<file path="src/rtl/n64_poll_sequencer.sv">
// -----------------------------------------------------------------------------
// n64_poll_sequencer
//
// Runs periodic N64 controller status polls in the 4 MHz sample-clock domain.
// Each poll is one transaction:
//   IDLE -> START (pulse tx_start) -> SEND (wait for tx_busy rise then fall)
//        -> TURN (guard time with the line released) -> RECV (wait for the
//        32-bit response or a timeout) -> DONE (pulse state_valid) -> IDLE.
// The block owns the bus direction: bus_oe is high only in START and SEND.
//
// Ports:
//   clk_4M       in   4 MHz sample clock
//   rst_n        in   asynchronous active-low reset
//   en           in   allows new transactions to start
//   poll_now     in   one-cycle request to skip the remaining idle wait
//   tx_start     out  one-cycle start pulse to the command transmitter
//   tx_cmd       out  command byte, constant POLL_CMD
//   tx_busy      in   transmitter is sending (command plus stop bit)
//   bus_oe       out  1 = TX drives the line, 0 = line released
//   rx_enable    out  enable for the response receiver
//   rx_data      in   receiver word
//   rx_done      in   receiver word-complete pulse
//   ctrl_state   out  last valid controller word
//   state_valid  out  one-cycle pulse when ctrl_state updates
//   timeout_err  out  one-cycle pulse on a failed transaction
//   busy         out  high in every state except IDLE
//   err_count    out  (N64_POLL_ERRCNT_EN only) saturating timeout count,
//                     cleared on every state_valid
//
// Optional feature macro: N64_POLL_ERRCNT_EN
// -----------------------------------------------------------------------------
module n64_poll_sequencer #(
  parameter int         POLL_PERIOD = 66667,
  parameter int         TURN_CYCLES = 8,
  parameter int         RX_TIMEOUT  = 200,
  parameter logic [7:0] POLL_CMD    = 8'h01
) (
  input  logic        clk_4M,
  input  logic        rst_n,
  input  logic        en,
  input  logic        poll_now,
  output logic        tx_start,
  output logic [7:0]  tx_cmd,
  input  logic        tx_busy,
  output logic        bus_oe,
  output logic        rx_enable,
  input  logic [31:0] rx_data,
  input  logic        rx_done,
  output logic [31:0] ctrl_state,
  output logic        state_valid,
  output logic        timeout_err,
  output logic        busy
`ifdef N64_POLL_ERRCNT_EN
  ,
  output logic [7:0]  err_count
`endif
);

  // Cycles allowed in SEND for tx_busy to rise.
  localparam int SEND_WAIT = 4;

  // One shared counter serves every state; it is cleared on each state exit.
  localparam int MAX_A   = (POLL_PERIOD > TURN_CYCLES) ? POLL_PERIOD : TURN_CYCLES;
  localparam int MAX_B   = (RX_TIMEOUT > SEND_WAIT) ? RX_TIMEOUT : SEND_WAIT;
  localparam int CNT_MAX = (MAX_A > MAX_B) ? MAX_A : MAX_B;
  localparam int CNT_W   = $clog2(CNT_MAX);

  localparam logic [CNT_W-1:0] IDLE_LAST = CNT_W'(POLL_PERIOD - 1);
  localparam logic [CNT_W-1:0] SEND_LAST = CNT_W'(SEND_WAIT - 1);
  localparam logic [CNT_W-1:0] TURN_LAST = CNT_W'(TURN_CYCLES - 1);
  localparam logic [CNT_W-1:0] RECV_LAST = CNT_W'(RX_TIMEOUT - 1);

  typedef enum logic [2:0] {
    S_IDLE,
    S_START,
    S_SEND,
    S_TURN,
    S_RECV,
    S_DONE
  } state_t;

  state_t            state_q, state_d;
  logic [CNT_W-1:0]  cnt_q, cnt_d;
  logic              seen_q, seen_d;       // tx_busy has risen in this SEND
  logic              tx_start_q, tx_start_d;
  logic              bus_oe_q, bus_oe_d;
  logic              rx_enable_q, rx_enable_d;
  logic              busy_q, busy_d;
  logic              state_valid_q, state_valid_d;
  logic              timeout_err_q, timeout_err_d;
  logic [31:0]       ctrl_state_q, ctrl_state_d;
  logic              capture;
  logic              timeout_hit;

  // Next-state and counter logic.
  always_comb begin
    state_d     = state_q;
    cnt_d       = cnt_q;
    seen_d      = seen_q;
    capture     = 1'b0;
    timeout_hit = 1'b0;

    case (state_q)
      S_IDLE: begin
        // Counter holds while en is low; poll_now only counts when enabled.
        if (en) begin
          if (poll_now || (cnt_q == IDLE_LAST)) begin
            state_d = S_START;
            cnt_d   = '0;
          end else begin
            cnt_d = cnt_q + 1'b1;
          end
        end
      end

      S_START: begin
        state_d = S_SEND;
        cnt_d   = '0;
        seen_d  = 1'b0;
      end

      S_SEND: begin
        seen_d = seen_q | tx_busy;
        if (seen_q && !tx_busy) begin
          state_d = S_TURN;
          cnt_d   = '0;
        end else if (!seen_q && !tx_busy && (cnt_q == SEND_LAST)) begin
          // Transmitter never acknowledged the start pulse.
          state_d     = S_IDLE;
          cnt_d       = '0;
          timeout_hit = 1'b1;
        end else if (!seen_d) begin
          cnt_d = cnt_q + 1'b1;
        end
      end

      S_TURN: begin
        if (cnt_q == TURN_LAST) begin
          state_d = S_RECV;
          cnt_d   = '0;
        end else begin
          cnt_d = cnt_q + 1'b1;
        end
      end

      S_RECV: begin
        // rx_done is checked first so a word arriving on the last
        // allowed cycle is still accepted.
        if (rx_done) begin
          state_d = S_DONE;
          cnt_d   = '0;
          capture = 1'b1;
        end else if (cnt_q == RECV_LAST) begin
          state_d     = S_IDLE;
          cnt_d       = '0;
          timeout_hit = 1'b1;
        end else begin
          cnt_d = cnt_q + 1'b1;
        end
      end

      S_DONE: begin
        state_d = S_IDLE;
        cnt_d   = '0;
      end

      default: begin
        state_d = S_IDLE;
        cnt_d   = '0;
        seen_d  = 1'b0;
      end
    endcase

    // Outputs are decoded from the next state so that the registered
    // copies line up with the state register.
    tx_start_d    = (state_d == S_START);
    bus_oe_d      = (state_d == S_START) || (state_d == S_SEND);
    rx_enable_d   = (state_d == S_RECV);
    busy_d        = (state_d != S_IDLE);
    state_valid_d = capture;
    timeout_err_d = timeout_hit;
    ctrl_state_d  = capture ? rx_data : ctrl_state_q;
  end

  always_ff @(posedge clk_4M or negedge rst_n) begin
    if (!rst_n) begin
      state_q       <= S_IDLE;
      cnt_q         <= '0;
      seen_q        <= 1'b0;
      tx_start_q    <= 1'b0;
      bus_oe_q      <= 1'b0;
      rx_enable_q   <= 1'b0;
      busy_q        <= 1'b0;
      state_valid_q <= 1'b0;
      timeout_err_q <= 1'b0;
      ctrl_state_q  <= '0;
    end else begin
      state_q       <= state_d;
      cnt_q         <= cnt_d;
      seen_q        <= seen_d;
      tx_start_q    <= tx_start_d;
      bus_oe_q      <= bus_oe_d;
      rx_enable_q   <= rx_enable_d;
      busy_q        <= busy_d;
      state_valid_q <= state_valid_d;
      timeout_err_q <= timeout_err_d;
      ctrl_state_q  <= ctrl_state_d;
    end
  end

  assign tx_start    = tx_start_q;
  assign tx_cmd      = POLL_CMD;
  assign bus_oe      = bus_oe_q;
  assign rx_enable   = rx_enable_q;
  assign busy        = busy_q;
  assign state_valid = state_valid_q;
  assign timeout_err = timeout_err_q;
  assign ctrl_state  = ctrl_state_q;

`ifdef N64_POLL_ERRCNT_EN
  logic [7:0] err_count_q, err_count_d;

  // Saturating count of failed transactions since the last good word.
  always_comb begin
    err_count_d = err_count_q;
    if (state_valid_d) begin
      err_count_d = '0;
    end else if (timeout_err_d && (err_count_q != 8'hFF)) begin
      err_count_d = err_count_q + 8'd1;
    end
  end

  always_ff @(posedge clk_4M or negedge rst_n) begin
    if (!rst_n) begin
      err_count_q <= '0;
    end else begin
      err_count_q <= err_count_d;
    end
  end

  assign err_count = err_count_q;
`endif

endmodule

</file>
<file path="config.mk">
export PLATFORM = sky130hd
export DESIGN_NAME = n64_poll_sequencer
export DESIGN_NICKNAME = d
export VERILOG_FILES = /design/src/rtl/n64_poll_sequencer.sv
export SDC_FILE = /design/constraint.sdc
export NUM_CORES = 1
export LEC_CHECK = 0
export ABC_CLOCK_PERIOD_IN_PS = 2350
export CAP_MARGIN = 30
export CORE_MARGIN = 4
export CORE_UTILIZATION = 48
export CTS_BUF_LIST = sky130_fd_sc_hd__clkbuf_2
export DETAILED_ROUTE_END_ITERATION = 10
export HOLD_SLACK_MARGIN = 0.06
export PLACE_DENSITY = 0.82
export SETUP_SLACK_MARGIN = 0.5
export SYNTH_ARGS = -nofsm -noshare
export SYNTH_HDL_FRONTEND = slang
export SYNTH_SLANG_ARGS = --single-unit
</file>
<file path="constraint.sdc">
create_clock -name clk_4M -period 2.35 [get_ports clk_4M]
set_input_delay 0.47 -clock clk_4M [delete_from_list [all_inputs] [get_ports clk_4M]]
set_output_delay 0.47 -clock clk_4M [all_outputs]
set_load 0.02 [all_outputs]
</file>
==> results.py <==
metrics = {
    "status": {
        "status": "finished clean",
    },
    "routing": {
        "postRouteAntennaNets": 0,
        "vias": 2156,
        "post_drt_via_cell_ratio": 5.220,
        "drt-pass1-iter-count": 4,
        "wl_per_cell_um": 15.84,
        "drtIter0Drc": 80,
        "drt_wl_total_um": 6542,
        "route.detailed.drc": 0,
    },
    "sta": {
        "grt_setup_unrepaired": "yes",
        "skew_ns": 0.01758,
        "setup_viol": 0,
        "timing.slew.headroom_pct": 51.97,
        "setup_ws_ns": 0.07877,
        "hold_ws_ns": 0.1211,
        "timing_hold_violations_final": 0,
        "min_period_over_period_pct": 96.65,
        "fmax_ghz": 0.4403,
        "drv_slew": 0,
        "finalCriticalPeriod_ns": 2.271,
        "worst_pin_slew_ns": 0.7205,
    },
    "clocking": {
        "holdBufCountCts": 0,
        "clock_path_buffers": 2,
        "clk_pin_slew_ns": 0.17,
        "cts-root-buf": "clkbuf_2",
        "cts_made_buffers": 9,
        "cts.htree.levels": 3,
        "clkLatencyLatePin_ns": 0.47,
        "cts_tree": "yes",
        "cts_sinks": 59,
    },
    "synthesis": {
        "synth_cell_types": 43,
        "syn-cell-area_um2": 2713,
        "syn_avg_cell_area_um2": 11.64,
        "synth_edf_count": 0,
        "synthTopCellsByArea": "dfrtp_1, mux2_2, nor2_1",
        "ys.flop_type": "dfrtp_1",
        "synth_cells": 233,
        "synth_area_leader_cell": "dfrtp_1",
        "ys_ff_latch": 59,
        "yosysWarnings": 0,
        "synth-seq-area-share_pct": 54.43,
        "synth_top_area_share_pct": 54.43,
        "async_flop_share_pct": 100.0,
    },
    "setup_path": {
        "regToRegSetupSlack_ns": 0.08,
        "r2r.worst_path.cells": 7,
        "required_ns": 2.71,
        "r2r_start": "cnt_q[14]$_DFFE_PN0P_",
        "arrival_ns": 2.63,
        "cpMaxStageDelayCell": "or4_4",
        "end_kind": "register",
        "path_max_fanout": 6,
        "timing.rr.end": "cnt_q[15]$_DFFE_PN0P_",
        "crit_end": "cnt_q[15]$_DFFE_PN0P_",
        "worst-path-buf-inv": 1,
        "cp_num_cells": 7,
        "crit_path_max_incr_delay_ns": 0.54,
        "critPathLaunchType": "register",
        "path_cells": "or4_4, or4_4, o21ai_4, nand4_4, nor2_4, buf_6, nor2_2",
        "worstSetupPathType": "reg2reg",
        "crit_start": "cnt_q[14]$_DFFE_PN0P_",
        "path_delay_family": "simple AND/OR/NAND/NOR gates",
        "cp_common_cell": "or4_4",
    },
    "pwr": {
        "peakVddDrop_mv": 0.5477,
        "powerDensity_nw_per_um2": 702.3,
        "p_leak_nw": 1.950,
    },
    "cells_and_area": {
        "antenna-diode-count": 0,
        "final_common_cell": "dfrtp_1",
        "nFillCells": 403,
        "drive_above_1_share_pct": 29.03,
        "nets": 376,
        "area_delta_synth_final_pct": 42.80,
        "final_util_pct": 70.35,
        "final_cell_mix": "dfrtp_1, dlygate4sd2_1, clkdlybuf4s50_1, mux2_2, buf_4",
    },
    "place": {
        "io_buffer_count": 75,
        "dpl.hpwl_um": 4663,
        "gp_congestion": 0.8952,
        "post-place-ws_ns": 0.05179,
    },
    "flow_run": {
        "maxCapViolCount": 0,
    },
    "die": {
        "initial_core_util_pct": 49.26,
        "ios": 84,
        "die_h_um": 83.18,
        "die_area_um2": 6918,
        "core_area_um2": 5507,
        "die_x_um": 83.18,
        "fp-row-count": 27,
    },
    "global_route": {
        "grt_max_degree": 60,
        "grt.overflow.total": 0,
        "grt_pass1_vias": 2229,
        "grt_pass1_wl_um": 10990,
        "antenna_found_initial": 0,
        "track_usage_pct": 19.97,
    },
    "hold_path": {
        "hold_class": "in2async",
    },
}
power by group:
group          internal (W)  switching [W]
clock network      0.000348       0.000373
logic              0.000396       0.000445
registers           0.00109      0.0000695
total               0.00183       0.000888
layer usage:
layer	vias to the layer above	track usage [%]	share of wire, %
met5	-	0	0
met4	0	6.241	1.2
met3	10	5.952	7.7
met2	92	32.65	47
met1	1031	25.52	44
li1	1023	-	-
kinds of logic (layout without fill, tap and decap cells):
group,Yosys count,in the layout,share of synthesized area (%)
fa+ha+maj,2,2,0.9224
flops,59,59,54.43
mux,32,32,13.28
other cells,2,8,0.2769
compound gates,17,17,4.658
simple gates,88,88,17.90
buf+inv,19,121,4.013
xor+xnor,14,14,4.520
stage by stage:
step                std cells  power [W]  area (um^2)  setup TNS [ns]
finish                    413   0.002721         3874               0
floorplan                 239   0.001583         2743               0
CTS                       411   0.002665         3814               0
global placement          388   0.001823         3625               0
detailed placement        388   0.001846         3625               0
global route              413   0.002880         3874         -0.3887
registers in the layout, indices dropped and copies added (netlist names):
name         flops
ctrl_state      32
seen_q           1
busy             1
cnt_q           17
timeout_err      1
state_valid      1
tx_start         1
state_q          3
bus_oe           1
rx_enable        1
worst min path at each step:
stage                                    start                         end  cells past startpoint
floorplan                                rst_n            bus_oe$_DFF_PN0_                      0
global placement    ctrl_state[27]$_DFFE_PN0P_  ctrl_state[27]$_DFFE_PN0P_                      1
detailed placement  ctrl_state[24]$_DFFE_PN0P_  ctrl_state[24]$_DFFE_PN0P_                      1
CTS                                      rst_n  ctrl_state[17]$_DFFE_PN0P_                      2
global route                             rst_n  ctrl_state[15]$_DFFE_PN0P_                      2
finish                                   rst_n   ctrl_state[4]$_DFFE_PN0P_                      2
synthesized netlist by cell type (2+ instances only):
library cell  instances
nand2_1              16
a22oi_1               2
o21ai_0               3
or4_4                 2
dfrtp_1              59
and4_1                3
mux2_2               32
ha_1                  2
xor2_1                9
or4_1                 2
nor3_1                2
nor4_1                6
inv_1                 3
clkbuf_1              7
conb_1                2
nand4_1               6
nor2_1               24
and3_1                2
xnor2_1               5
or3_1                 3
nor2b_1               6
nand3_1               7
nor3b_1               2
buf_4                 8
o22ai_1               2
worst reg2reg max path, stage by stage, from the launching register on:
cell and delay, ns:
dfrtp_1 0.41, or4_4 0.54, or4_4 0.52, o21ai_4 0.18
nand4_4 0.13, nor2_4 0.18, buf_6 0.16, nor2_2 0.05
timing repair:
action                     4_1_cts  5_1_grt
setup buffers                    7        2
setup endpoints to repair       60       23
pin swaps                       12        2
gates resized for setup         51        8
layout make-up:
type,instances,area [um^2],share of cell area [%]
clock buffers,9,45.04,1.163
inverters,3,11.26,0.2907
well taps,72,90.09,2.326
multi-input cells,161,1235,31.88
flip-flops and latches,59,1479,38.18
clock inverters,7,92.59,2.390
repair buffers,102,920.9,23.77
(Power assumes the default switching activity.)
==> edit 1 (same settings) <==
The parameter `RX_TIMEOUT` goes from 200 to 400.
--- a/src/rtl/n64_poll_sequencer.sv
+++ b/src/rtl/n64_poll_sequencer.sv
@@ -32,7 +32,7 @@
 module n64_poll_sequencer #(
   parameter int         POLL_PERIOD = 66667,
   parameter int         TURN_CYCLES = 8,
-  parameter int         RX_TIMEOUT  = 200,
+  parameter int         RX_TIMEOUT  = 400,
   parameter logic [7:0] POLL_CMD    = 8'h01
 ) (
   input  logic        clk_4M,
Formal check against the unedited RTL: same outputs for any inputs over 10 cycles, from zero or initial values and one cycle with rst_n low; that may be too few to reach the edited logic, so the function may still have changed.
==> edit 1 against the original RTL <==
Via count increased by 6.6%. Routed wire length up 9.2%. Clock power grew 3.6%. Synthesized area grew 5.7%. Power rose by 13%. Synthesized cell count grew 4.7%. First-iteration DRC count rose by 26%. Sequential cell count unchanged. Sequential power up 6%. Final area is 5.4% higher. Clock skew increased by 0.0076 ns. Setup slack better by 0.16 ns.
==> edit 1: results (changes against the original RTL) <==
Count of different cell masters after synthesis - 56 (+30%)
Vias in the first global route - 2249 (+0.90%)
Final period util - 89.87% (-6.8 points)
Largest net degree at the start of global routing - 34 (-43%)
Max-Slew Margin vs Limit - 61.00% (+9.0 points)
Adder-cell share of the synthesized area - 1.309% (+0.39 points)
Global-route wire length before repair - 11120 µm (+1.1%)
Multiplexer area fraction after synthesis - 12.57% (-0.71 points)
Worst hold path type - in -> async
Leakage - 2.014 nW (+3.3%)
Top cells by count, synth - 59 x dfrtp_1, 32 x mux2_2, 15 x nand2_1
All-Layer GR Usage - 19.36% (-0.60 points)
Clock transition at path regs - 0.19 ns (+0.02 ns)
Inserted Diodes - 0 (unchanged)
Antenna violation net count after detailed routing - 0 (unchanged)
Worst path max stage delay - 0.48 ns (-0.06 ns)
H-tree Lvls - 3 (unchanged)
Latest clock arrival within the worst-skew pair - 0.49 ns (+0.02 ns)
Placer Congestion - 0.9136 (+2.1%)
DP HPWL - 4664 µm (about the same)
Synth Area in XOR/XNOR - 3.972% (-0.55 points)
Reg2Reg Setup Slack - 0.24 ns (+0.16 ns)
Crit-path slowest cell - dfrtp_2
Worst-path maximum fanout - 6 (unchanged)
Fillcell total - 386 (-4.2%)
Compound-Gate Fraction of Synth Area - 6.198% (+1.5 points)
Worst r2r src - cnt_q[10]$_DFFE_PN0P_
Status - complete, no violations
Post-Route WL - 7143 µm (+9.2%)
Post-synthesis sequential area ratio - 51.51% (-2.9 points)
Fin cells - 421 (+1.9%)
Main synth FF type - dfrtp_1
Max reg flops - 32 (unchanged)
Initial antenna violation count - 0 (unchanged)
Largest delay share family, worst path - simple AND/OR/NAND/NOR gates
Clk_skew - 0.02521 ns (+0.007624 ns)
Synth top area cells - dfrtp_1 52%, mux2_2 13%, xnor2_1 2.4%
Share of layout cells above drive strength 1 - 35.53% (+6.5 points)
Hold_ws - 0.4988 ns (+0.3777 ns)
Total CTS buffers - 9 (unchanged)
Worst flop-to-flop path endpoint - cnt_q[5]$_DFFE_PN0P_
Drt pass-1 iters - 4 (unchanged)
Synth warn - 0 (unchanged)
R2R cell count - 7 (unchanged)
Routed vias/inst - 5.461 (+4.6%)
Share of flip-flops with an asynchronous set or reset - 100.0% (unchanged)
Max IR drop VDD - 0.6432 mV (+17%)
Critical Path AT - 2.49 ns (-0.14 ns)
Port-buffer cells - 75 (unchanged)
Pre-CTS setup slack - -0.05097 ns (-0.1028 ns)
Clock Path Buffers - 2 (unchanged)
Mapped Cells - 244 (+4.7%)
Placed cell count - 388 (unchanged)
Drt initial violations - 101 (+26%)
Root buffer cell - clkbuf_2
edit 1: through the flow:
stage | power, mW | instance area (µm²)
4_1_cts | 2.881 | 3923
2_1_floorplan | 1.799 | 2893
6_report | 3.064 | 4083
3_5_place_dp | 2.101 | 3709
5_1_grt | 3.241 | 4083
3_3_place_gp | 2.084 | 3709
edit 1: cell families after synthesis:
logic type	count (synthesis)
other	2
and+or+nand+nor	87
muxes	32
xor gates and xnor gates	13
DFF	59
adders and majority gates	3
buffers and inverters	25
AOI/OAI and AO/OA	23
edit 1: power breakdown:
part	switching [mW]	internal, mW
Combinational	0.570	0.518
Clock	0.397	0.350
Sequential	0.112	1.12
edit 1: layer usage:
layer	wire, µm	GRT usage (%)
met2	3341	29.52
met3	684	5.049
met5	0	0
met4	121	8.201
met1	2996	26.15
edit 1: worst max-delay path by stage:
stage | start | end | slack [ns] | cells past startpoint
floorplan | cnt_q[11]$_DFFE_PN0P_ | cnt_q[15]$_DFFE_PN0P_ | 0.37 | 6
global placement | tx_busy | cnt_q[1]$_DFFE_PN0P_ | 0.03 | 6
detailed placement | tx_busy | cnt_q[3]$_DFFE_PN0P_ | -0.05 | 6
CTS | cnt_q[4]$_DFFE_PN0P_ | cnt_q[8]$_DFFE_PN0P_ | 0.31 | 6
global route | cnt_q[10]$_DFFE_PN0P_ | cnt_q[11]$_DFFE_PN0P_ | 0.15 | 7
finish | cnt_q[10]$_DFFE_PN0P_ | cnt_q[5]$_DFFE_PN0P_ | 0.24 | 7
edit 1: repair_timing:
item | CTS | global route
resized for setup | 51 | 20
pin swaps | 5 | 7
hold buffers | 1 | 0
cloned | 0 | 1
endpoints found under the hold margin | 22 | 0
endpoints found under the setup margin | 60 | 44
buffers inserted | 6 | 9
edit 1: layout make-up:
type / instances / share of cell area, %
inverters: 9 / 0.8275
well taps: 72 / 2.207
flip-flops and latches: 59 / 36.47
multi-input cells: 166 / 34.23
repair buffers: 99 / 22.92
clock buffers: 9 / 1.103
clock inverters: 7 / 2.237
==> edit 2 (same flow settings) <==
Without the edit above. Register the output `ctrl_state` once more, cleared by the reset; this adds one clock of latency there. The other outputs are not delayed to match. Comments in the files are not updated.
--- a/src/rtl/n64_poll_sequencer.sv
+++ b/src/rtl/n64_poll_sequencer.sv
@@ -215,7 +215,13 @@
   assign busy        = busy_q;
   assign state_valid = state_valid_q;
   assign timeout_err = timeout_err_q;
-  assign ctrl_state  = ctrl_state_q;
+  always_ff @(posedge clk_4M or negedge rst_n) begin
+    if (!rst_n) begin
+      ctrl_state <= '0;
+    end else begin
+      ctrl_state <= ctrl_state_q;
+    end
+  end
 
 `ifdef N64_POLL_ERRCNT_EN
   logic [7:0] err_count_q, err_count_d;
Behaviour: no difference found for any inputs over 10 cycles, from zero or initial values and one cycle with rst_n low; that may be too few to reach the edited logic, so the function may still have changed.
==> edit 2 against the original RTL <==
The flow now finishes with violations (setup timing). Highest routed layer unchanged. Setup slack worse by 0.10 ns. Power is 32% higher. Sequential cell count is 32 higher. First-iteration DRC count is 10% higher. Synthesized cell count is 24% higher. Largest cell class unchanged. Combinational power is 33% higher. Routed wire length is 22% higher. Core utilization is 3.2 points lower. Final area is 26% higher. Synthesized area is 34% higher.
==> edit 2: results (changes against the original RTL) <==
Total CTS buffers - 9 (unchanged)
Synth top area cells - dfrtp_1 63%, mux2_2 10%, nor2_1 2.3%
Latest clock arrival within the worst-skew pair - 0.52 ns (+0.05 ns)
DP HPWL - 5592 µm (+20%)
Largest delay share family, worst path - simple AND/OR/NAND/NOR gates
Failing checks - setup timing
Status - finished with violations
Worst r2r src - cnt_q[15]$_DFFE_PN0P_
Compound-Gate Fraction of Synth Area - 5.579% (+0.92 points)
Clock Path Buffers - 2 (unchanged)
Crit-path slowest cell - or4_4
Vias in the first global route - 2684 (+20%)
Critical Path AT - 2.81 ns (+0.18 ns)
Clk_skew - 0.03472 ns (+0.01714 ns)
Port-buffer cells - 75 (unchanged)
Synth Area in XOR/XNOR - 1.446% (-3.1 points)
Drt initial violations - 88 (+10%)
Via count - 2635 (+22%)
Hold_ws - 0.3794 ns (+0.2583 ns)
Global-route wire length before repair - 12570 µm (+14%)
Initial antenna violation count - 0 (unchanged)
Count of different cell masters after synthesis - 49 (+14%)
PnR worst setup slack - -0.02487 ns (-0.1036 ns)
Leakage - 2.474 nW (+27%)
Multiplexer area fraction after synthesis - 10.23% (-3.1 points)
Worst flop-to-flop path endpoint - cnt_q[15]$_DFFE_PN0P_
Post-Route WL - 7970 µm (+22%)
Adder-cell share of the synthesized area - 0.6887% (-0.23 points)
Largest net degree at the start of global routing - 52 (-13%)
Clock transition at path regs - 0.27 ns (+0.10 ns)
Worst path max stage delay - 0.58 ns (+0.04 ns)
Top Registers - ctrl_state: 32 flops, ctrl_state_q: 32 flops, cnt_q: 17 flops
Worst hold path type - reg -> reg
All-Layer GR Usage - 18.12% (-1.8 points)
Hold Path Cell Cnt - 0
Root buffer cell - clkbuf_2
Share of layout cells above drive strength 1 - 27.57% (-1.5 points)
Max IR drop VDD - 0.3324 mV (-39%)
Drt pass-1 iters - 4 (unchanged)
Main synth FF type - dfrtp_1
Final Setup Violations - 3 (+3)
Hold EP - ctrl_state[30]$_DFF_PN0_
Post-DP Area - 4683 µm² (+29%)
Inserted Diodes - 0 (unchanged)
Post-synthesis sequential area ratio - 62.67% (+8.2 points)
Placer Congestion - 0.9392 (+4.9%)
# nets final - 434 (+15%)
R2R cell count - 9 (+2)
Share of flip-flops with an asynchronous set or reset - 100.0% (unchanged)
Number of max-slew violations in the final report - 0 (unchanged)
Max-Slew Margin vs Limit - 62.90% (+11 points)
Top cells by count, synth - 91 x dfrtp_1, 33 x mux2_2, 22 x nor2_1
Worst-path maximum fanout - 5 (-1)
DRC violations left - 0 (unchanged)
## edit 2: changes by cell type after synthesis, moves of 3 or more
| cell | unedited run | this run |
|---|---|---|
| nand2b_1 | 0 | 5 |
| nor4_1 | 6 | 2 |
| xnor2_1 | 5 | 2 |
| nand3_1 | 7 | 11 |
| and2_1 | 0 | 6 |
| o21ai_0 | 3 | 9 |
| a21oi_1 | 1 | 7 |
| and3_1 | 2 | 7 |
| dfrtp_1 | 59 | 91 |
| xor2_1 | 9 | 4 |
## edit 2: what timing repair did
action                                 in CTS  in global routing
gates cloned                                0                  0
resized for setup                          51                  9
setup endpoints to repair                  60                 27
pin swaps                                   4                  3
endpoints found under the hold margin      40                  0
hold buffers                                1                  0
setup buffers                               4                  3
## edit 2: worst max path at each step
stage	startpoint	endpoint	slack, ns
6_report	cnt_q[15]$_DFFE_PN0P_	cnt_q[15]$_DFFE_PN0P_	-0.02
2_1_floorplan	cnt_q[0]$_DFFE_PN0P_	busy$_DFF_PN0_	0.09
5_1_grt	cnt_q[0]$_DFFE_PN0P_	cnt_q[15]$_DFFE_PN0P_	-0.15
3_3_place_gp	cnt_q[15]$_DFFE_PN0P_	cnt_q[15]$_DFFE_PN0P_	0.06
4_1_cts	cnt_q[0]$_DFFE_PN0P_	busy$_DFF_PN0_	-0.004
3_5_place_dp	cnt_q[15]$_DFFE_PN0P_	cnt_q[15]$_DFFE_PN0P_	0.01
## edit 2: metal layers
metal  wire, µm  share of wire (%)  vias up  track usage [%]
li1           -                  -     1210                -
met1       3427                 43     1306            23.38
met2       3883                 49      106            28.95
met3        510                6.4       13            4.303
met4        149                1.9        0            8.413
met5          0                  0        -                0
## edit 2: worst reg2reg max path: cells and delay by family (launching register included)
family                 cells  cell delay (ns)
AOI/OAI and AO/OA          3             0.45
buffers and inverters      2             0.27
DFF                        1             0.44
and+or+nand+nor            4             1.16
## edit 2: final cells by class
type,count,area [µm²]
fillers,566,2396
flip-flops and latches,91,2277
multi-input cells,179,1356
repair buffers,110,1010
well taps,99,123.9
clock inverters,7,72.57
clock buffers,9,45.04
inverters,3,11.26
## edit 2: per-stage QoR
step / setup slack (ns) / TNS [ns] / utilization (%) / std cells
finish: -0.02487 / -0.03833 / 67.14 / 498
global route: -0.1524 / -1.208 / 67.14 / 498
CTS: -0.004354 / -0.005031 / 66.40 / 495
detailed placement: 0.01142 / 0 / 64.22 / 474
global placement: 0.05608 / 0 / 64.22 / 474
floorplan: 0.09392 / 0 / - / 294
## edit 2: where the power goes
group / switching [mW] / internal [mW] / leakage [nW]
combinational: 0.590 / 0.529 / 1.15
sequential: 0.0629 / 1.65 / 1.26
clock: 0.581 / 0.173 / 0.0693
